### src/rtl/tape_biphase_reader.sv
// Biphase tape read decoder: synchronises and de-glitches the sliced tape level,
// classifies edge intervals, recovers cell phase, hunts for sync and frames bytes.
`timescale 1ns/1ps
module tape_biphase_reader #(
    parameter int         HALF_CYC  = 7500,
    parameter int         GLITCH    = 16,
    parameter logic [7:0] SYNC_BYTE = 8'hE6
) (
    input  logic       clk18,
    input  logic       reset_n,
    input  logic       enable,
    input  logic       tapein,
    input  logic       byte_ack,
    output logic [7:0] byte_data,
    output logic       byte_valid,
    output logic       overrun,
    output logic       locked,
    output logic       sync_lost
);

    localparam logic [15:0] T_MIN = 16'(HALF_CYC / 2);
    localparam logic [15:0] T_SL  = 16'(3 * HALF_CYC / 2);
    localparam logic [15:0] T_MAX = 16'(5 * HALF_CYC / 2);
    localparam int          GW    = (GLITCH > 1) ? $clog2(GLITCH) : 1;

    typedef enum logic [1:0] {
        S_IDLE,
        S_HUNT_PHASE,
        S_HUNT_SYNC,
        S_DATA
    } state_t;

    function automatic logic [15:0] sat_inc(input logic [15:0] v);
        return (v == 16'hFFFF) ? v : v + 16'd1;
    endfunction

    logic          sync_p0, sync_p1;
    logic          filt_p2, filt_p3;
    logic [GW-1:0] gcnt_p2;
    logic [15:0]   ic_q;
    logic          edge_det;
    logic          is_short, is_long, fault;
    logic          phase_q, phase_step, phase_d;
    logic          emit, bit_in;
    state_t        state_q, state_d;
    logic [7:0]    shreg_q, shreg_d, byte_next;
    logic [2:0]    bitcnt_q, bitcnt_d;
    logic          invert_q, invert_d;
    logic          byte_done, lost_d;

    // stage p0/p1: two-flop synchroniser; p2: glitch filter; p3: edge reference
    always_ff @(posedge clk18 or negedge reset_n) begin
        if (!reset_n) begin
            sync_p0 <= 1'b0;
            sync_p1 <= 1'b0;
            filt_p2 <= 1'b0;
            filt_p3 <= 1'b0;
            gcnt_p2 <= '0;
            ic_q    <= 16'd0;
        end else begin
            sync_p0 <= tapein;
            sync_p1 <= sync_p0;
            filt_p3 <= filt_p2;
            if (sync_p1 != filt_p2) begin
                if (gcnt_p2 == GW'(GLITCH - 1)) begin
                    filt_p2 <= sync_p1;
                    gcnt_p2 <= '0;
                end else begin
                    gcnt_p2 <= gcnt_p2 + 1'b1;
                end
            end else begin
                gcnt_p2 <= '0;
            end
            ic_q <= edge_det ? 16'd1 : sat_inc(ic_q);
        end
    end

    assign edge_det = filt_p2 ^ filt_p3;

    // Edges at or beyond T_MAX count as illegal; the timeout has already fired by then.
    always_comb begin
        is_short = edge_det && (ic_q >= T_MIN) && (ic_q < T_SL);
        is_long  = edge_det && (ic_q >= T_SL) && (ic_q < T_MAX);
        fault    = (edge_det && ((ic_q < T_MIN) || (ic_q >= T_MAX))) ||
                   (!edge_det && (ic_q == T_MAX));
    end

    always_comb begin
        phase_step = phase_q;
        if (is_long)
            phase_step = 1'b1;
        else if (is_short)
            phase_step = ~phase_q;
    end

    assign emit      = (is_long || is_short) && phase_step;
    assign bit_in    = filt_p2 ^ invert_q;
    assign byte_next = {shreg_q[6:0], bit_in};

    always_comb begin
        state_d   = state_q;
        shreg_d   = shreg_q;
        bitcnt_d  = bitcnt_q;
        invert_d  = invert_q;
        phase_d   = phase_step;
        byte_done = 1'b0;
        lost_d    = 1'b0;
        if (!enable) begin
            state_d  = S_IDLE;
            shreg_d  = 8'd0;
            bitcnt_d = 3'd0;
            invert_d = 1'b0;
            phase_d  = 1'b0;
        end else if (state_q != S_IDLE && fault) begin
            state_d  = S_HUNT_PHASE;
            shreg_d  = 8'd0;
            bitcnt_d = 3'd0;
            invert_d = 1'b0;
            phase_d  = 1'b0;
            lost_d   = (state_q == S_DATA);
        end else begin
            case (state_q)
                S_IDLE: begin
                    state_d = S_HUNT_PHASE;
                    phase_d = 1'b0;
                end
                S_HUNT_PHASE: begin
                    if (is_long) begin
                        shreg_d = byte_next;
                        state_d = S_HUNT_SYNC;
                    end
                end
                S_HUNT_SYNC: begin
                    if (shreg_q == SYNC_BYTE) begin
                        state_d  = S_DATA;
                        bitcnt_d = 3'd0;
                    end else if (shreg_q == ~SYNC_BYTE) begin
                        state_d  = S_DATA;
                        bitcnt_d = 3'd0;
                        invert_d = 1'b1;
                    end else if (emit) begin
                        shreg_d = byte_next;
                    end
                end
                S_DATA: begin
                    if (emit) begin
                        shreg_d  = byte_next;
                        bitcnt_d = bitcnt_q + 3'd1;
                        if (bitcnt_q == 3'd7)
                            byte_done = 1'b1;
                    end
                end
                default: state_d = S_IDLE;
            endcase
        end
    end

    always_ff @(posedge clk18 or negedge reset_n) begin
        if (!reset_n) begin
            state_q   <= S_IDLE;
            shreg_q   <= 8'd0;
            bitcnt_q  <= 3'd0;
            invert_q  <= 1'b0;
            phase_q   <= 1'b0;
            sync_lost <= 1'b0;
        end else begin
            state_q   <= state_d;
            shreg_q   <= shreg_d;
            bitcnt_q  <= bitcnt_d;
            invert_q  <= invert_d;
            phase_q   <= phase_d;
            sync_lost <= lost_d;
        end
    end

    // An ack in the same cycle as a new byte retires the old one, so no overrun.
    always_ff @(posedge clk18 or negedge reset_n) begin
        if (!reset_n) begin
            byte_data  <= 8'd0;
            byte_valid <= 1'b0;
            overrun    <= 1'b0;
        end else begin
            if (byte_done) begin
                byte_data  <= byte_next;
                byte_valid <= 1'b1;
            end else if (byte_ack) begin
                byte_valid <= 1'b0;
            end
            if (state_q == S_IDLE)
                overrun <= 1'b0;
            else if (byte_done && byte_valid && !byte_ack)
                overrun <= 1'b1;
        end
    end

    assign locked = (state_q == S_DATA);

endmodule

### config.mk
export PLATFORM = sky130hd
export DESIGN_NAME = tape_biphase_reader
export DESIGN_NICKNAME = d
export VERILOG_FILES = /design/src/rtl/tape_biphase_reader.sv
export SDC_FILE = /design/constraint.sdc
export NUM_CORES = 1
export LEC_CHECK = 0
export ABC_AREA = 1
export CAP_MARGIN = 20
export CORE_ASPECT_RATIO = 1.2
export CORE_MARGIN = 2
export CORE_UTILIZATION = 50
export CTS_CLUSTER_DIAMETER = 80
export DETAILED_ROUTE_END_ITERATION = 7
export PLACE_DENSITY = 0.75
export SYNTH_ARGS = -nofsm -noshare
export SYNTH_HDL_FRONTEND = slang
export SYNTH_SLANG_ARGS = --single-unit
### constraint.sdc
create_clock -name clk18 -period 2.2 [get_ports clk18]
set_input_delay 0.44 -clock clk18 [delete_from_list [all_inputs] [get_ports clk18]]
set_output_delay 0.44 -clock clk18 [all_outputs]
set_load 0.02 [all_outputs]
**Word-level counts from Yosys, hierarchy flattened**

Cells that the tools add are included.
Widths: inputs -> output; s select.

- Bits in registers: 50
- Output and inout bits: 12

- Add/sub/neg operators: 3
- Order comparisons: 6
- Equal/unequal tests: 22
- Multiplexer cells: 44
- Bitwise gates (word level): 3
- Reduce and logical (&&, ||, !) cells: 24

Operators by type and width:

| operator | count |
|---|---|
| $mux 8 | 6 |
| $mux 16 | 2 |
| $pmux 8 s3 | 1 |
| $mux 1 | 21 |
| $add 16x1->16 const B | 1 |
| $eq 16x15->1 const B | 1 |
| $eq 16x16->1 const B | 1 |
| $ge 16x12->1 const B | 1 |
| $ge 16x14->1 const B | 1 |
| $ge 16x15->1 const B | 1 |
| $lt 16x12->1 const B | 1 |
| $lt 16x14->1 const B | 1 |
| $lt 16x15->1 const B | 1 |
| $mux 3 | 5 |
| $ne 4x4->1 const B | 3 |
| $logic_and 1x1->1 | 10 |
| $mux 2 | 5 |
| $ne 5x1->1 const B | 2 |
| $reduce_and 3->1 | 3 |
| $eq 8x5->1 const B | 1 |
| $eq 8x8->1 const B | 1 |
| $mux 4 | 2 |
| $ne 3x1->1 const B | 2 |
| $pmux 2 s3 | 1 |
| other kinds (21) | 28 |

**Depth between registers and ports, before layout**

Gate-level depths: netlist (run 1).

- Depth in word-level cells: 14
- Mapped depth: 17

**Worst setup path before layout (run 1)**

Ideal clock, no wire load.

- Path type: register to register
- Start: reg ic_q[1]
- End: reg ic_q[9]
- Arrival time: 1545 ps
- Data required time: 2071 ps
- Setup slack: 526 ps
- Cell stages (with the launch flop): 13
- Clock period less this slack: 1674 ps
- Cell sequence: dfrtp_1 -> ha_1 -> nand3_1 -> nor2_2 -> nand2_1 -> nor3_2 -> nand2_1 -> inv_2 -> nor2_1 -> nand2_1 -> inv_1 -> o21ai_0 -> a21oi_1

- Word-level cells in the longest chain between the ends: 3

RTL lines:

| item | RTL line | text |
|---|---|---|
| start, declared | 40 | `logic [15:0] ic_q;` |
| start signal, assigned | 74 | `ic_q <= edge_det ? 16'd1 : sat_inc(ic_q);` |
| $add 16x1->16 | 34 | `return (v == 16'hFFFF) ? v : v + 16'd1;` |
| $mux 16 | 34 |  |
| $mux 16 | 74 |  |

Several ways; a longest one is shown, not always the timed one. The select of a mux whose other input is x is not followed.
A chain may end at the register's enable or synchronous reset.

**Worst setup path after layout (run 1)**

- Start: reg state_q[0]
- End: out locked

- Word-level cells in the longest chain between the ends: 1

RTL lines:

| item | RTL line | text |
|---|---|---|
| start, declared | 45 | `state_t state_q, state_d;` |
| start signal, assigned | 167 | `state_q <= state_d;` |
| $eq 2x2->1 | 196 | `assign locked = (state_q == S_DATA);` |
| end, declared | 17 | `output logic locked,` |

No other way between the ends.

==> results.json, run 1 <==
{
  "grt_usage_pct": 20.7,
  "dp.cells": 470,
  "wl_um": 6040,
  "power.leakage_nw": 1.68,
  "die_w_um": 73.9,
  "grt_pass1_vias": 2349,
  "switchingPower_w": 0.000855,
  "core.rowCount": 30,
  "setup_violations": 0,
  "synth-edff-count": 0,
  "synthCells": 371,
  "drive_gt1_share_pct": 15.9,
  "irDropWorstVdd_mv": 0.550,
  "async_flop_share_pct": 100,
  "maxSlewViolCount": 0,
  "worst_r2r_path_depth": 15,
  "ys_top_cells_by_area": "dfrtp_1 (43%), nand2_1 (11%), nor2_1 (6.6%), inv_1 (5.6%), ha_1 (4.3%)",
  "clk_latency_ps": 300,
  "hold_class": "input port to async pin",
  "route.detailed.drc": 0,
  "avgSynthCellArea_um2": 7.91,
  "post_drt_wl_per_cell_um": 12.5,
  "setup.worst_path.class": "flop to output pin",
  "worst_setup_path_start_kind": "flop",
  "worstMarginPinSlew_ps": 405,
  "synth_top_area_share_pct": 42.6,
  "core_um2": 5670,
  "cp.required_ps": 1760,
  "initialDrtViolationCount": 236,
  "reg2reg_slack_ps": 190,
  "r2r-start": "ic_q[12]$_DFFE_PN0P_",
  "end_kind": "output pin",
  "netSwitchingFraction_pct": 36.7,
  "fin_crit_ps": 2130,
  "htree_levels": 2,
  "vias": 2472,
  "fmax_ghz": 0.470,
  "worstPathMaxFanout": 7,
  "p_total_w": 0.00233,
  "grt_overflow_total": 0,
  "diodes": 0,
  "pre_cts_ws_ps": 206,
  "clock_sinks": 50,
  "yosysSeqAreaShare_pct": 42.6,
  "cap_violations": 0,
  "gp_congestion": 0.964,
  "comb_power_share_pct": 27.6,
  "synth_nets": 386,
  "final_cell_count_no_fill": 483,
  "setup_tns_ps": 0,
  "ys_warn_count": 0,
  "critPathMaxStageDelay_ps": 620,
  "skew_ps": 9.32,
  "p_per_area_nw_per_um2": 697,
  "netlist_area_um2": 2940,
  "cts_hold_buf": 0,
  "clkPwrFrac_pct": 24.9,
  "layout.cells.most_common": "nand2_1",
  "die_area_um2": 6500,
  "vias_per_cell": 5.12,
  "finalHoldViolations": 0,
  "cts_root_buf": "clkbuf_8",
  "initial_core_util_pct": 51.8,
  "die_h_um": 87.9,
  "antenna_found_initial": 0,
  "synthFlopType": "dfrtp_1",
  "cp_slowest_cell": "clkdlybuf4s50_1",
  "finalCritPeriodShare_pct": 96.6,
  "cts_buffer_depth": 2,
  "timing.final.ws_setup_ps": 73.8,
  "grt_pass1_wl_um": 10600,
  "synth_cell_types": 38,
  "outcome": "finished, final reports clean",
  "hold-worst-slack_ps": 51.7,
  "dr.pass1.iters": 5,
  "cts_made_buffers": 5,
  "pin_count": 17,
  "ant_nets": 0,
  "grt_max_degree": 20,
  "clkTransAtPathRegs_ps": 100,
  "crit_start": "state_q[0]$_DFFE_PN0P_",
  "yosys.area.top_type": "dfrtp_1",
  "slew_headroom_pct": 73.0,
  "cp_cell_sequence": "ha_2 -> clkdlybuf4s50_1",
  "port_buffers": 16,
  "most-common-layout-cells": "nand2_1 (88), nor2_1 (52), dfrtp_1 (50)",
  "fin_nets": 417,
  "internal_power_w": 0.00148,
  "r2r_end": "shreg_q[7]$_DFFE_PN0P_",
  "area_growth_pct": 14.1,
  "worstPathArrival_ps": 1690,
  "hpwl_um": 4670,
  "p_seq_share_pct": 47.5,
  "synth_seq_cells": 50,
  "cts_tree": "yes"
}
[sequential cells by signal, summed over array words and instances (netlist names), 2 cells and up]
name       flops
gcnt_p2        4
ic_q          16
bitcnt_q       3
state_q        2
byte_data      8
shreg_q        8
[worst max-delay path by stage]
stage | slack [ps] | endpoint | cells after the start
3_3_place_gp | 240 | shreg_q[4]$_DFFE_PN0P_ | 14
2_1_floorplan | 530 | ic_q[9]$_DFFE_PN0P_ | 12
3_5_place_dp | 210 | overrun$_DFFE_PN0P_ | 11
5_1_grt | -4 | locked | 2
6_report | 70 | locked | 2
4_1_cts | 6 | locked | 2
[layout make-up]
cell class                 instances  area [um^2]
fill                             518         2320
sequential                        50         1250
multi-input combinational        265         1460
clock buffer                       6         82.6
tap                               80          100
inverter                          52          195
clock inverter                     2         16.3
timing repair buffer              28          245
[synthesized netlist by cell type, types with 2 or more instances]
master	number
a211oi_1	5
a21oi_1	8
buf_6	2
dfrtp_1	50
ha_1	10
inv_1	44
inv_2	8
nand2_1	88
nand2_2	6
nand2_4	4
nand3_1	25
nand3_2	3
nand4_1	6
nand4_4	2
nor2_1	52
nor2_2	4
nor3_1	9
nor3_2	2
nor4_1	5
o21ai_0	10
o21ai_2	8
xnor2_1	3
xor2_1	2
[power by group through the flow]
stage               Combinational [W]  Clock, W  Sequential (W)
floorplan                    0.000510         0         0.00110
global placement             0.000641         0         0.00112
detailed placement           0.000640         0         0.00112
CTS                          0.000645  0.000601         0.00110
global route                 0.000728  0.000643         0.00112
finish                       0.000643  0.000582         0.00111
[timing repair]
item,in CTS,in global routing
setup buffers,0,5
resized for setup,0,1
setup endpoints to repair,0,2
[logic make-up after synthesis]
kind of cell	Yosys count	synth area share (%)
DFF	50	42.6
buffers and inverters	56	7.80
muxes	1	0.384
and+or+nand+nor	209	34.2
adders and majority gates	10	4.26
AOI/OAI and AO/OA	39	8.70
xor gates and xnor gates	6	2.05
[worst max-delay path: cells and delay by family, from the launching register on]
| family | cells | cell delay, ps |
|---|---|---|
| buffers and inverters | 1 | 620 |
| flip-flops | 1 | 480 |
| adder cells (fa/ha/maj) | 1 | 280 |
[routing by layer]
| layer | wire length, um | vias up | GRT usage [%] |
|---|---|---|---|
| li1 | - | 1254 | - |
| met1 | 2630 | 1141 | 26.8 |
| met2 | 3040 | 63 | 35.0 |
| met3 | 207 | 14 | 3.22 |
| met4 | 161 | 0 | 7.60 |
| met5 | 0 | - | 0 |
[stage by stage]
step	cell area, um^2	utilization, %
after floorplan	2940	-
after global placement	3210	56.6
after detailed placement	3210	56.6
after CTS	3310	58.4
after global routing	3350	59.1
final	3350	59.1
Power figures use the tool's default switching activity.
==> inputs of run 2 (changes only) <==
--- a/config.mk
+++ b/config.mk
@@ -8,7 +8,6 @@
 export ABC_AREA = 1
 export CAP_MARGIN = 20
 export CORE_ASPECT_RATIO = 1.2
-export CORE_MARGIN = 2
 export CORE_UTILIZATION = 50
 export CTS_CLUSTER_DIAMETER = 80
 export DETAILED_ROUTE_END_ITERATION = 7
==> run 2 against run 1 <==
- combinational power is 2% higher
- hold slack worse by 31 ps
- sequential cell count stayed put
- setup slack better by 45 ps
- clock-buffer cell count stayed put
- cell count is 1.2% lower
- critical path type unchanged
- highest routed layer unchanged
==> results.json, run 2 (same netlist as run 1, synthesis figures left out) <==
{
  "regMostFlops": "ic_q",
  "grt_pass1_vias": 2419,
  "worstMarginPinSlew_ps": 398,
  "power.leakage_nw": 1.66,
  "reg2reg_slack_ps": 200,
  "irDropWorstVdd_mv": 0.456,
  "outcome": "finished, final reports clean",
  "die_h_um": 85.9,
  "hpwl_um": 4670,
  "setup.worst_path.class": "flop to output pin",
  "gr-usage-met3_pct": 3.88,
  "vias_per_cell": 5.23,
  "clkTransAtPathRegs_ps": 100,
  "cts_buffer_depth": 2,
  "cts_made_buffers": 5,
  "ant_nets": 0,
  "wl_um": 6160,
  "fin_crit_ps": 2080,
  "fin_nets": 411,
  "layout.cells.most_common": "nand2_1",
  "initial_core_util_pct": 51.8,
  "fmax_ghz": 0.480,
  "worstPathArrival_ps": 1640,
  "most-common-layout-cells": "nand2_1 (88), nor2_1 (52), dfrtp_1 (48)",
  "die_w_um": 71.9,
  "diodes": 0,
  "grt_max_degree": 39,
  "post_drt_wl_per_cell_um": 12.9,
  "drive_gt1_share_pct": 15.1,
  "cts_hold_buf": 0,
  "clock_sinks": 50,
  "worst_setup_path_start_kind": "flop",
  "gp_congestion": 0.941,
  "initialDrtViolationCount": 178,
  "cts_root_buf": "clkbuf_8",
  "cp.required_ps": 1760,
  "cap_violations": 0,
  "utilization_pct": 58.6,
  "p_per_area_nw_per_um2": 709,
  "die_area_um2": 6180,
  "cts_tree": "yes",
  "cts_setup_buffers": 0,
  "cp_slowest_cell": "clkdlybuf4s50_1",
  "grt_usage_pct": 21.8,
  "grt_use_met1_pct": 25.4,
  "core.rowCount": 30,
  "finalCritPeriodShare_pct": 94.6,
  "antenna_found_initial": 0,
  "skew_ps": 5.78,
  "grt_overflow_total": 0,
  "setup_tns_ps": 0,
  "port_buffers": 16,
  "pin_count": 17,
  "route.detailed.drc": 0,
  "clk_latency_ps": 310,
  "vias": 2493,
  "cp_cell_sequence": "ha_2 -> clkdlybuf4s50_1",
  "area_growth_pct": 13.1,
  "end_kind": "output pin",
  "cts_resized": 1,
  "grt_pass1_wl_um": 10500,
  "crit_buf_inv": 1,
  "slew_headroom_pct": 73.3,
  "finalHoldViolations": 0,
  "htree_levels": 2,
  "reg.largest.list": "ic_q x16, byte_data x8, shreg_q x8",
  "worstPathMaxFanout": 7,
  "global_route.usage.met2_pct": 37.9,
  "maxSlewViolCount": 0,
  "dr.pass1.iters": 4,
  "setup_violations": 0,
  "critPathMaxStageDelay_ps": 620,
  "largest_register_ff_count": 16,
  "rsz0062_at_grt": "false",
  "worst_path_dominant_cell_family": "buffers and inverters",
  "hold-worst-slack_ps": 20.3,
  "grt-busiest-layer": "met2",
  "core_um2": 5670,
  "hold_class": "input port to async pin"
}
## run 2: layout make-up
class	count	area, um^2
Clock inverter	2	17.5
Fill cell	503	2350
Multi-Input combinational cell	265	1460
Inverter	52	195
Timing Repair Buffer	22	213
Sequential cell	50	1250
Tap cell	80	100
Clock buffer	6	82.6
## run 2: metal layers
| layer | vias to the layer above | wire length (um) |
|---|---|---|
| met5 | - | 0 |
| met4 | 0 | 204 |
| met3 | 18 | 218 |
| met2 | 61 | 3150 |
| met1 | 1168 | 2590 |
| li1 | 1246 | - |
## run 2: path summary, 6_finish.rpt
| kind | start | to | cells after the start |
|---|---|---|---|
| min | reset_n | ic_q[4]$_DFFE_PN0P_ | 1 |
| max in group asynchronous | reset_n | state_q[0]$_DFFE_PN0P_ | 2 |
| min reg2reg | sync_p0$_DFF_PN0_ | sync_p1$_DFF_PN0_ | 0 |
| max reg2reg | ic_q[12]$_DFFE_PN0P_ | shreg_q[5]$_DFFE_PN0P_ | 16 |
| max | state_q[0]$_DFFE_PN0P_ | locked | 2 |
| min in group clk18 | sync_p0$_DFF_PN0_ | sync_p1$_DFF_PN0_ | 0 |
## run 2: power breakdown
part,switching [W],total (W),internal (W)
combinational,0.000430,0.000656,0.000226
clock,0.000322,0.000582,0.000259
sequential,0.000116,0.00111,0.000998
total,0.000869,0.00235,0.00148
## run 2: through the flow
stage               power (W)  std cells  area [um^2]  worst slack [ps]
floorplan             0.00161        371         2940               526
global placement      0.00176        469         3210               252
detailed placement    0.00178        469         3210               227
CTS                   0.00236        477         3320              50.7
global route          0.00251        477         3320              3.14
finish                0.00235        477         3320               118
==> inputs of run 3 (changes only) <==
--- a/config.mk
+++ b/config.mk
@@ -11,7 +11,7 @@
 export CORE_UTILIZATION = 50
 export CTS_CLUSTER_DIAMETER = 80
 export DETAILED_ROUTE_END_ITERATION = 7
-export PLACE_DENSITY = 0.75
+export PLACE_DENSITY = 0.79
 export SYNTH_ARGS = -nofsm -noshare
 export SYNTH_HDL_FRONTEND = slang
 export SYNTH_SLANG_ARGS = --single-unit
==> run 3 against run 2 <==
- die area stayed put
- register-to-register slack worse by 20 ps
- non-clock buffer count is 4 higher
- critical path depth did not move
- largest power group unchanged
==> results.json, run 3 (same netlist as run 1, synthesis figures left out) <==
{
  "fin_crit_ps": 2070,
  "cts_made_buffers": 5,
  "worst_r2r_path_depth": 10,
  "pin_count": 17,
  "worst_setup_path_start_kind": "flop",
  "worstPathArrival_ps": 1630,
  "wl_um": 6370,
  "initial_core_util_pct": 51.8,
  "outcome": "finished, final reports clean",
  "setup_tns_ps": 0,
  "cp.required_ps": 1760,
  "p_total_w": 0.00245,
  "skew_ps": 6.37,
  "finalHoldViolations": 0,
  "slew_headroom_pct": 72.1,
  "end_kind": "output pin",
  "diodes": 0,
  "power.leakage_nw": 1.68,
  "fmax_ghz": 0.482,
  "setup.worst_path.class": "flop to output pin",
  "ant_nets": 0,
  "utilization_pct": 59.4,
  "grt_usage_pct": 23.1,
  "reg.largest.list": "ic_q x16, byte_data x8, shreg_q x8",
  "dr.pass1.iters": 4,
  "finalCritPeriodShare_pct": 94.3,
  "grt_overflow_total": 0,
  "vias_per_cell": 5.22,
  "cp_cell_sequence": "ha_1 -> clkdlybuf4s50_1",
  "cp_slowest_cell": "clkdlybuf4s50_1",
  "htree_levels": 2,
  "largest_register_ff_count": 16,
  "post_drt_wl_per_cell_um": 13.2,
  "r2r_end": "shreg_q[0]$_DFFE_PN0P_",
  "worstPathMaxFanout": 7,
  "most-common-layout-cells": "nand2_1 (88), nor2_1 (52), dfrtp_1 (47)",
  "critPathMaxStageDelay_ps": 610,
  "r2r-start": "ic_q[15]$_DFFE_PN0P_",
  "cap_violations": 0,
  "route.detailed.drc": 0,
  "core.rowCount": 30,
  "grt_max_degree": 19,
  "die_w_um": 71.9,
  "p_per_area_nw_per_um2": 727,
  "clock_sinks": 50,
  "irDropWorstVdd_mv": 0.634,
  "vias": 2511,
  "core_um2": 5670,
  "grt_pass1_vias": 2490,
  "maxSlewViolCount": 0,
  "layout.cells.most_common": "nand2_1",
  "grt_pass1_wl_um": 11100,
  "cts_hold_buf": 0,
  "initialDrtViolationCount": 259,
  "setup_violations": 0,
  "gp_congestion": 0.961,
  "worstMarginPinSlew_ps": 419,
  "port_buffers": 16,
  "die_area_um2": 6180,
  "area_growth_pct": 14.6,
  "drive_gt1_share_pct": 16.0,
  "clk_latency_ps": 310,
  "hpwl_um": 4740,
  "antenna_found_initial": 0,
  "cts_root_buf": "clkbuf_8",
  "fin_nets": 415,
  "hold_class": "input port to async pin",
  "cts_buffer_depth": 2,
  "reg2reg_slack_ps": 180,
  "clkTransAtPathRegs_ps": 100,
  "regMostFlops": "ic_q",
  "cts_tree": "yes",
  "die_h_um": 85.9
}
[run 3: report_power, final]
part / internal, W / total (W) / switching (W)
clock network: 0.000347 / 0.000678 / 0.000331
logic: 0.000223 / 0.000657 / 0.000434
registers: 0.000996 / 0.00111 / 0.000116
total: 0.00157 / 0.00245 / 0.000881
[run 3: what timing repair did]
item                       4_1_cts  5_1_grt
buffers inserted                 0        3
setup endpoints to repair        0        9
resized for setup                0        3
[run 3: per-layer routing]
metal / part of all wire (%) / track usage, %
met4: 2.9 / 9.27
met3: 3.9 / 4.11
met1: 43 / 28.3
met2: 50 / 40.0
met5: 0 / 0
[run 3: cell type report]
cell class | instances | area (um^2)
repair buffers | 26 | 243
multi-input cells | 265 | 1460
fillers | 497 | 2300
clock buffers | 5 | 68.8
flip-flops and latches | 50 | 1250
clock inverters | 3 | 47.5
well taps | 80 | 100
inverters | 52 | 195
[run 3: through the flow]
step                      cell area [um^2]  hold WS [ps]  instances  setup slack, ps
after global routing                  3360          61.8        481           -0.185
after floorplan                       2940           144        371              526
after global placement                3210           339        470              185
final                                 3360          51.5        481              125
after CTS                             3330          49.7        478              108
after detailed placement              3210           342        470              181
[run 3: worst max path at each step]
stage | startpoint | end | slack (ps) | cells past startpoint
6_report | state_q[0]$_DFFE_PN0P_ | locked | 130 | 2
5_1_grt | ic_q[11]$_DFFE_PN0P_ | shreg_q[1]$_DFFE_PN0P_ | -0.2 | 17
4_1_cts | state_q[0]$_DFFE_PN0P_ | locked | 110 | 2
3_5_place_dp | ic_q[5]$_DFFE_PN0P_ | shreg_q[3]$_DFFE_PN0P_ | 180 | 15
3_3_place_gp | ic_q[5]$_DFFE_PN0P_ | shreg_q[1]$_DFFE_PN0P_ | 180 | 15
2_1_floorplan | ic_q[1]$_DFFE_PN0P_ | ic_q[9]$_DFFE_PN0P_ | 530 | 12
[run 3: critical path: cells and delay by family (launching register included)]
kind / cells / cell delay, ps
buffers and inverters: 1 / 610
flip-flops: 1 / 480
adder cells (fa/ha/maj): 1 / 240
